$ cat src/rtl/alu_reg16.sv
// alu_reg16: registered 16-operation ALU, used as a single-cycle execute stage.
// The result is computed combinationally from sel/A/B and captured on every rising clock
// edge. There is no handshake, so a new operation is accepted every cycle.
//
// Ports:
//   clk  in   1         clock; all state updates on the rising edge
//   rst  in   1         synchronous, active-low reset; clears Z
//   sel  in   4         opcode
//   A    in   DATA_W    operand A (unsigned)
//   B    in   DATA_W    operand B (unsigned)
//   Z    out  2*DATA_W  registered result
module alu_reg16 #(
  parameter int unsigned DATA_W = 8
) (
  input  logic                  clk,
  input  logic                  rst,
  input  logic [3:0]            sel,
  input  logic [DATA_W-1:0]     A,
  input  logic [DATA_W-1:0]     B,
  output logic [2*DATA_W-1:0]   Z
);

  localparam int unsigned ZW = 2 * DATA_W;

  logic [ZW-1:0]     a_ext;
  logic [ZW-1:0]     b_ext;
  logic [DATA_W-1:0] hi_zero;
  logic [ZW-1:0]     z_d;
  logic [ZW-1:0]     z_q;

  assign hi_zero = '0;
  assign a_ext   = {hi_zero, A};
  assign b_ext   = {hi_zero, B};

  // Operands are zero-extended first so carries, borrows, the product and the bit shifted
  // out by opcode 4 all land naturally in the upper byte.
  always_comb begin
    z_d = '0;
    case (sel)
      4'h0: z_d = a_ext + b_ext;
      4'h1: z_d = a_ext - b_ext;  // wraps to 16-bit two's complement on borrow
      4'h2: z_d = a_ext * b_ext;
      4'h3: z_d = (B == '0) ? '1 : (a_ext / b_ext);
      4'h4: z_d = a_ext << 1;
      4'h5: z_d = a_ext >> 1;
      4'h6: z_d = a_ext & b_ext;
      4'h7: z_d = a_ext | b_ext;
      4'h8: z_d = a_ext ^ b_ext;
      4'h9: z_d = {hi_zero, ~(A & B)};
      4'hA: z_d = {hi_zero, ~(A | B)};
      4'hB: z_d = {hi_zero, ~(A ^ B)};
      4'hC: z_d = {hi_zero, A[DATA_W-2:0], A[DATA_W-1]};
      4'hD: z_d = {hi_zero, A[0], A[DATA_W-1:1]};
      4'hE: z_d = {{(ZW-1){1'b0}}, (A > B)};
      4'hF: z_d = {{(ZW-1){1'b0}}, (A == B)};
      default: z_d = '0;
    endcase
  end

  always_ff @(posedge clk) begin
    if (!rst) begin
      z_q <= '0;
    end else begin
      z_q <= z_d;
    end
  end

  assign Z = z_q;

endmodule

$ cat config.mk
export PLATFORM = sky130hd
export DESIGN_NAME = alu_reg16
export DESIGN_NICKNAME = d
export VERILOG_FILES = /design/src/rtl/alu_reg16.sv
export SDC_FILE = /design/constraint.sdc
export NUM_CORES = 1
export LEC_CHECK = 0
export BUFFER_PORTS_ARGS = -buffer_cell sky130_fd_sc_hd__buf_2
export CORE_MARGIN = 2
export CORE_UTILIZATION = 60
export DETAILED_ROUTE_END_ITERATION = 16
export GPL_TIMING_DRIVEN = 0
export PLACE_DENSITY = 0.78
export SLEW_MARGIN = 20
export SYNTH_ARGS = -nofsm -noshare
export SYNTH_HDL_FRONTEND = slang
export SYNTH_SLANG_ARGS = --single-unit
$ cat constraint.sdc
create_clock -name clk -period 49.4 [get_ports clk]
set_clock_uncertainty 0.1 [all_clocks]
set_input_delay 9.88 -clock clk [delete_from_list [all_inputs] [get_ports clk]]
set_output_delay 9.88 -clock clk [all_outputs]
set_load 0.01 [all_outputs]
==> reports/results.env, run 1 <==
STATUS='finished clean'
FINALSETUPVIOLATIONS=0
POST_CTS_BUFFERS=0
SYNTH.LIB_CELLS_USED.DISTINCT=94
CLOCK_TREE_ROOT_BUFFER_CELL='sky130_fd_sc_hd__clkbuf_16'
LAYOUT.CELLS.MOST_COMMON_LIST='163 x sky130_fd_sc_hd__ha_1, 127 x sky130_fd_sc_hd__nor2_1, 114 x sky130_fd_sc_hd__nand2_1'
GRT_FIRST_PASS_WIRELENGTH_MM=46.4
GLOBAL_ROUTE_USAGE_SUM=0.336
FLIP_FLOP_COUNT_OF_THE_LARGEST_REGISTER_AFTER_LAYOUT=16
TRITONCTS='done'
FIN_WS_NS=5.54
FIRST_GLOBAL_VIAS=9678
LAYOUT_COMMONEST_CELL='sky130_fd_sc_hd__ha_1'
DRV_CAP=0
NUMBER_OF_FLOPS_MAPPED_TO_ENABLE_CELLS_BY_YOSYS=0
DRIVE_ABOVE_1_SHARE=0.0838
ANTENNA_VIOLATIONS_BEFORE_REPAIR=0
DIE_H_UM=130
CP_SLOWEST_CELL='sky130_fd_sc_hd__clkinv_1'
NUM_IO_PINS=38
POSTSYNTHCELLCOUNT=1292
DIE_WIDTH_UM=130
CRITPATHLAUNCHTYPE='input pin'
DIE_AREA_UM2=16800
CLOCK_SINK_COUNT=16
SETUP_CP_TYPE='in2reg'
POST-PLACE-WS_NS=6.13
CLOCK_TREE.BUFFER_DEPTH=2
GP_ROUTABILITY_CONGESTION=1.00
CRITICAL-PATH-MAX-STAGE-DELAY_NS=0.82
TRITONCTS.NUM_BUFFERS=3
CRITPATHMOSTFREQUENTCELL='sky130_fd_sc_hd__o21a_1'
POST-DP-HPWL_MM=22.2
FINAL_PERIOD_MINUS_WORST_SETUP_SLACK_NS=43.86
MIN-DELAY-PATH-CLASS='in2reg'
SYNTHESIS.YOSYS.WARNINGS=0
VIAS_PER_CELL=6.44
CTS-RESIZED-GATES=0
HOLD_VIOL_FINAL=0
RSZ0062_AT_GRT='false'
FINAL.PERIOD_UTILIZATION=0.888
ANTENNA_CELL_COUNT=0
DETAIL_ROUTE.DRC_VIOLATIONS=0
CLOCK.FMAX_GHz=0.0228
NETLIST_AREA_UM2=9490
DRV_SLEW=0
DRC_MARKER_COUNT_FROM_THE_FIRST_DETAILED_ROUTE_ITERATION=1044
YS_FF_LATCH=16
WORST-ENDPOINT-ARRIVAL_NS=43.89
INITIAL_CORE_UTIL=0.619
ROUTED_WIRE_LENGTH_PER_INSTANCE_UM=18.2
CORE_AREA_UM2=15300
YS.FLOP_TYPE='sky130_fd_sc_hd__dfxtp_1'
SYN_TO_FINAL_GROWTH_PCT=5.80
LAYOUT.FILLER_CELLS=1424
SLEW_HEADROOM=0.208
GR-TOTAL-OVERFLOW=0
CLKSLEWWORSTSETUPHOLDPATHS_NS=0.06
CTS.HTREE.LEVELS=1
WL_MM=28.1
LAYOUT.NETS=1560
DETAILEDROUTE.FIRSTPASSITERATIONCOUNT=6
POSTCTSHOLDBUFS=0
SYNTH-SEQ-AREA-SHARE=0.0338
REQUIRED_NS=49.43
LARGEST_NET_DEGREE_AT_THE_START_OF_GLOBAL_ROUTING=25
ACTUAL_SLEW_AT_THE_WORST_MAX_SLEW_PIN_NS=1.18
SETUP_TOTAL_NEGATIVE_SLACK_NS=0
VIAS=9967
WORSTSETUPENDPOINTTYPE='flop'
SYNTH_ASYNC_SR_FLOP_SHARE=0
PLACEMENTROWS=45
CRITICAL_PATH_PEAK_FANOUT=24
SYNTHESIS.AREA_PER_INSTANCE_UM2=7.34
PORT_BUFFERS=33
DETAIL-ROUTE-ANTENNA-NETS=0
[synth_stat cells (4+ instances only)]
cell,number,area share
sky130_fd_sc_hd__ha_1,163,0.22
sky130_fd_sc_hd__nor2_1,127,0.050
sky130_fd_sc_hd__nand2_1,114,0.045
sky130_fd_sc_hd__a21oi_1,102,0.054
sky130_fd_sc_hd__inv_1,97,0.038
sky130_fd_sc_hd__o21ai_0,68,0.036
sky130_fd_sc_hd__nor3_1,50,0.026
sky130_fd_sc_hd__o21a_1,40,0.032
sky130_fd_sc_hd__xnor2_1,39,0.036
sky130_fd_sc_hd__fa_1,38,0.080
sky130_fd_sc_hd__clkbuf_1,32,0.013
sky130_fd_sc_hd__mux2_2,26,0.031
sky130_fd_sc_hd__nand3_1,26,0.014
sky130_fd_sc_hd__o31ai_1,24,0.019
sky130_fd_sc_hd__a31oi_1,22,0.015
sky130_fd_sc_hd__a21o_1,21,0.017
sky130_fd_sc_hd__xor2_1,21,0.019
sky130_fd_sc_hd__dfxtp_1,16,0.034
sky130_fd_sc_hd__mux2i_1,15,0.016
sky130_fd_sc_hd__nand2b_1,14,0.0092
sky130_fd_sc_hd__nand4_1,13,0.0086
sky130_fd_sc_hd__nor2b_1,13,0.0086
sky130_fd_sc_hd__and2_1,12,0.0079
sky130_fd_sc_hd__o211ai_1,12,0.0095
sky130_fd_sc_hd__o21bai_1,11,0.0087
sky130_fd_sc_hd__or3_1,10,0.0066
sky130_fd_sc_hd__o22ai_1,9,0.0059
sky130_fd_sc_hd__or2_2,9,0.0059
sky130_fd_sc_hd__nor4_1,8,0.0053
sky130_fd_sc_hd__a211oi_1,7,0.0055
sky130_fd_sc_hd__o221ai_1,7,0.0065
sky130_fd_sc_hd__a22oi_1,6,0.0047
sky130_fd_sc_hd__and3_1,6,0.0040
sky130_fd_sc_hd__nand3b_1,6,0.0047
sky130_fd_sc_hd__a211o_1,5,0.0046
sky130_fd_sc_hd__a221oi_1,5,0.0046
sky130_fd_sc_hd__nor3b_1,4,0.0032
sky130_fd_sc_hd__o311a_1,4,0.0042
[kinds of logic after synthesis]
group                      count (synthesis)  synth area share
buffers and inverters                    141            0.0590
muxes                                     45            0.0537
and+or+nand+nor                          434             0.225
adders and majority gates                201             0.295
other                                      1          0.000395
DFF                                       16            0.0338
AOI/OAI and AO/OA                        394             0.278
xor gates and xnor gates                  60            0.0554
[per-stage QoR]
| step | utilization | cells | hold WS [ns] | cell area [um^2] |
|---|---|---|---|---|
| 2_1_floorplan | - | 1299 | 10.03 | 9510 |
| 3_3_place_gp | 0.649 | 1543 | 10.17 | 9940 |
| 4_1_cts | 0.655 | 1547 | 9.99 | 10000 |
| 6_report | 0.655 | 1547 | 10.01 | 10000 |
| 3_5_place_dp | 0.650 | 1543 | 10.17 | 9950 |
| 5_1_grt | 0.655 | 1547 | 10.01 | 10000 |
[worst paths after layout]
| check | to | startpoint | cells past startpoint |
|---|---|---|---|
| worst max-delay path | Z[0] | B[1] | 145 |
| worst min-delay path | Z[8] | rst | 3 |
[routing by layer]
metal | vias to the layer above | GRT usage | wire length (um)
li1 | 4815 | - | -
met1 | 4669 | 0.441 | 12300
met2 | 409 | 0.574 | 13000
met3 | 74 | 0.0332 | 1900
met4 | 0 | 0.122 | 945
met5 | - | 0 | 0
[layout make-up]
type | count | area (um^2) | area share
Buffer | 41 | 184 | 0.0183
Inverter | 100 | 375 | 0.0374
Tap cell | 211 | 264 | 0.0263
Clock buffer | 4 | 88.8 | 0.00885
Timing Repair Buffer | 33 | 165 | 0.0165
Multi-Input combinational cell | 1142 | 8640 | 0.861
Sequential cell | 16 | 320 | 0.0319
[worst max-delay path: cells and delay by family]
family / cells / cell delay, ns
multiplexers: 7 / 2.25
buffers and inverters: 9 / 2.81
adder cells (fa/ha/maj): 15 / 4.92
AND/OR/NAND/NOR: 45 / 8.47
AO/OA/AOI/OAI: 69 / 15.45
Power of run 1 is not shown: default switching activity piles up to over one toggle a cycle in this logic, so the estimate is an artifact.
==> inputs of run 2 (changes only) <==
--- a/config.mk
+++ b/config.mk
@@ -6,7 +6,7 @@
 export NUM_CORES = 1
 export LEC_CHECK = 0
 export BUFFER_PORTS_ARGS = -buffer_cell sky130_fd_sc_hd__buf_2
-export CORE_MARGIN = 2
+export CORE_MARGIN = 3
 export CORE_UTILIZATION = 60
 export DETAILED_ROUTE_END_ITERATION = 16
 export GPL_TIMING_DRIVEN = 0
==> run 2 against run 1 <==
Die area rose by 3.1%. First-iteration DRC count fell by 7.1%. Largest cell class unchanged. Core utilization about the same. Via count is 0.28% lower. Routed wire length up 0.14%. Critical path type unchanged. Global-route usage shrank 2.1 points. Final cell count about the same.
==> reports/results.env, run 2 (same netlist as run 1, synthesis figures left out) <==
CLOCK_SINK_COUNT=16  # unchanged
SYN_TO_FINAL_GROWTH_PCT=5.84  # was 5.80%
WORST-ENDPOINT-ARRIVAL_NS=43.95  # was 43.89 ns
CRITICAL_PATH_PEAK_FANOUT=24  # unchanged
LAYOUT_COMMONEST_CELL='sky130_fd_sc_hd__ha_1'  # unchanged
STATUS='finished clean'  # unchanged
DRV_SLEW=0  # unchanged
DIE_H_UM=132  # was 130 um
VIAS_PER_CELL=6.42  # was 6.44
PLACEMENTROWS=45  # unchanged
DETAIL_ROUTE.DRC_VIOLATIONS=0  # unchanged
INITIAL_CORE_UTIL=0.619  # unchanged
MIN-DELAY-PATH-CLASS='in2reg'  # unchanged
GLOBAL_ROUTE_USAGE_SUM=0.315  # was 0.336
RSZ0062_AT_GRT='false'  # unchanged
GR-TOTAL-OVERFLOW=0  # unchanged
WORSTSETUPENDPOINTTYPE='flop'  # unchanged
GRT_FIRST_PASS_WIRELENGTH_MM=46.3  # was 46.4 mm
DRV_CAP=0  # unchanged
CLOCK.FMAX_GHz=0.0228  # about the same
LARGEST_NET_DEGREE_AT_THE_START_OF_GLOBAL_ROUTING=25  # unchanged
FINISH.CELL_COUNT_WITHOUT_FILLERS=1548  # was 1547
LAYOUT.CELLS.MOST_COMMON_LIST='163 x sky130_fd_sc_hd__ha_1, 127 x sky130_fd_sc_hd__nor2_1, 114 x sky130_fd_sc_hd__nand2_1'  # unchanged
TIMING.CRITICAL_PATH.BUF_INV=9  # unchanged
DIE_WIDTH_UM=132  # was 130 um
FINAL.PERIOD_UTILIZATION=0.889  # was 0.888
TRITONCTS='done'  # unchanged
DRIVE_ABOVE_1_SHARE=0.0845  # was 0.0838
ANTENNA_CELL_COUNT=0  # unchanged
NUM_IO_PINS=38  # unchanged
SETUP_TOTAL_NEGATIVE_SLACK_NS=0  # unchanged
PORT_BUFFERS=33  # unchanged
DETAILEDROUTE.FIRSTPASSITERATIONCOUNT=10  # was 6
WL_MM=28.2  # was 28.1 mm
VIAS=9939  # was 9967
CLOCK_TREE_ROOT_BUFFER_CELL='sky130_fd_sc_hd__clkbuf_16'  # unchanged
SETUP_CP_TYPE='in2reg'  # unchanged
HOLD_VIOL_FINAL=0  # unchanged
DETAIL-ROUTE-ANTENNA-NETS=0  # unchanged
CORE_AREA_UM2=15300  # unchanged
REQUIRED_NS=49.44  # was 49.43 ns
FLIP_FLOP_COUNT_OF_THE_LARGEST_REGISTER_AFTER_LAYOUT=16  # unchanged
POST_CTS_BUFFERS=0  # unchanged
POST-DP-HPWL_MM=22.2  # about the same
WORST_PATH_DOMINANT_CELL_FAMILY='compound AO/OA/AOI/OAI gates'  # unchanged
CTS-RESIZED-GATES=0  # unchanged
CLOCK_TREE.BUFFER_DEPTH=2  # unchanged
CLKSLEWWORSTSETUPHOLDPATHS_NS=0.06  # about the same
LAYOUT.NETS=1561  # was 1560
FINAL_PERIOD_MINUS_WORST_SETUP_SLACK_NS=43.91  # was 43.86 ns
GP_ROUTABILITY_CONGESTION=0.993  # was 1.00
ACTUAL_SLEW_AT_THE_WORST_MAX_SLEW_PIN_NS=1.10  # was 1.18 ns
ANTENNA_VIOLATIONS_BEFORE_REPAIR=0  # unchanged
FIRST_GLOBAL_VIAS=9484  # was 9678
CRITPATHLAUNCHTYPE='input pin'  # unchanged
CRITICAL-PATH-MAX-STAGE-DELAY_NS=0.85  # was 0.82 ns
POSTCTSHOLDBUFS=0  # unchanged
TRITONCTS.NUM_BUFFERS=3  # unchanged
DIE_AREA_UM2=17400  # was 16800 um^2
SLEW_HEADROOM=0.266  # was 0.208
DRC_MARKER_COUNT_FROM_THE_FIRST_DETAILED_ROUTE_ITERATION=970  # was 1044
ROUTED_WIRE_LENGTH_PER_INSTANCE_UM=18.2  # about the same
FINALSETUPVIOLATIONS=0  # unchanged
CP_SLOWEST_CELL='sky130_fd_sc_hd__clkinv_1'  # unchanged
DP.CELLS=1544  # was 1543
CTS.HTREE.LEVELS=1  # unchanged
CRITPATHMOSTFREQUENTCELL='sky130_fd_sc_hd__o21a_1'  # unchanged
==> run 2: cell count changes in the layout (fill, tap and decap cells not counted) <==
cell	change
sky130_fd_sc_hd__a221oi_1	+1
sky130_fd_sc_hd__nor3_1	-1
sky130_fd_sc_hd__nor3_2	+1
sky130_fd_sc_hd__buf_2	+1
sky130_fd_sc_hd__a221oi_2	-1
==> run 2: final cells by class <==
class | instances | area (um^2)
inverters | 100 | 375
clock buffers | 4 | 88.8
fillers | 1427 | 5280
flip-flops and latches | 16 | 320
plain buffers | 41 | 184
repair buffers | 34 | 170
well taps | 211 | 264
multi-input cells | 1142 | 8640
==> run 2: worst min-delay path, cell delays in order <==
cell	delay, ns
sky130_fd_sc_hd__buf_1	0.26
sky130_fd_sc_hd__o21ai_0	0.16
sky130_fd_sc_hd__a31oi_1	0.07
==> run 2: worst paths after layout <==
check  from  endpoint  depth (start not counted)
max    B[1]      Z[0]                        145
min     rst      Z[2]                          3
==> run 2: per-layer routing <==
metal / wire length (um) / up-vias / global-route usage
li1: - / 4817 / -
met1: 12400 / 4632 / 0.428
met2: 12800 / 408 / 0.530
met3: 1910 / 82 / 0.0233
met4: 1010 / 0 / 0.108
met5: 0 / - / 0
==> run 2: per-stage QoR <==
stage	instance area (um^2)	utilization	hold slack, ns	setup WS [ns]
2_1_floorplan	9510	-	10.03	11.04
3_3_place_gp	9940	0.649	10.17	6.22
3_5_place_dp	9950	0.649	10.17	6.28
4_1_cts	10000	0.655	10.04	6.41
5_1_grt	10000	0.656	10.08	2.66
6_report	10000	0.656	10.06	5.49
Power of run 2 is left out for the same reason.
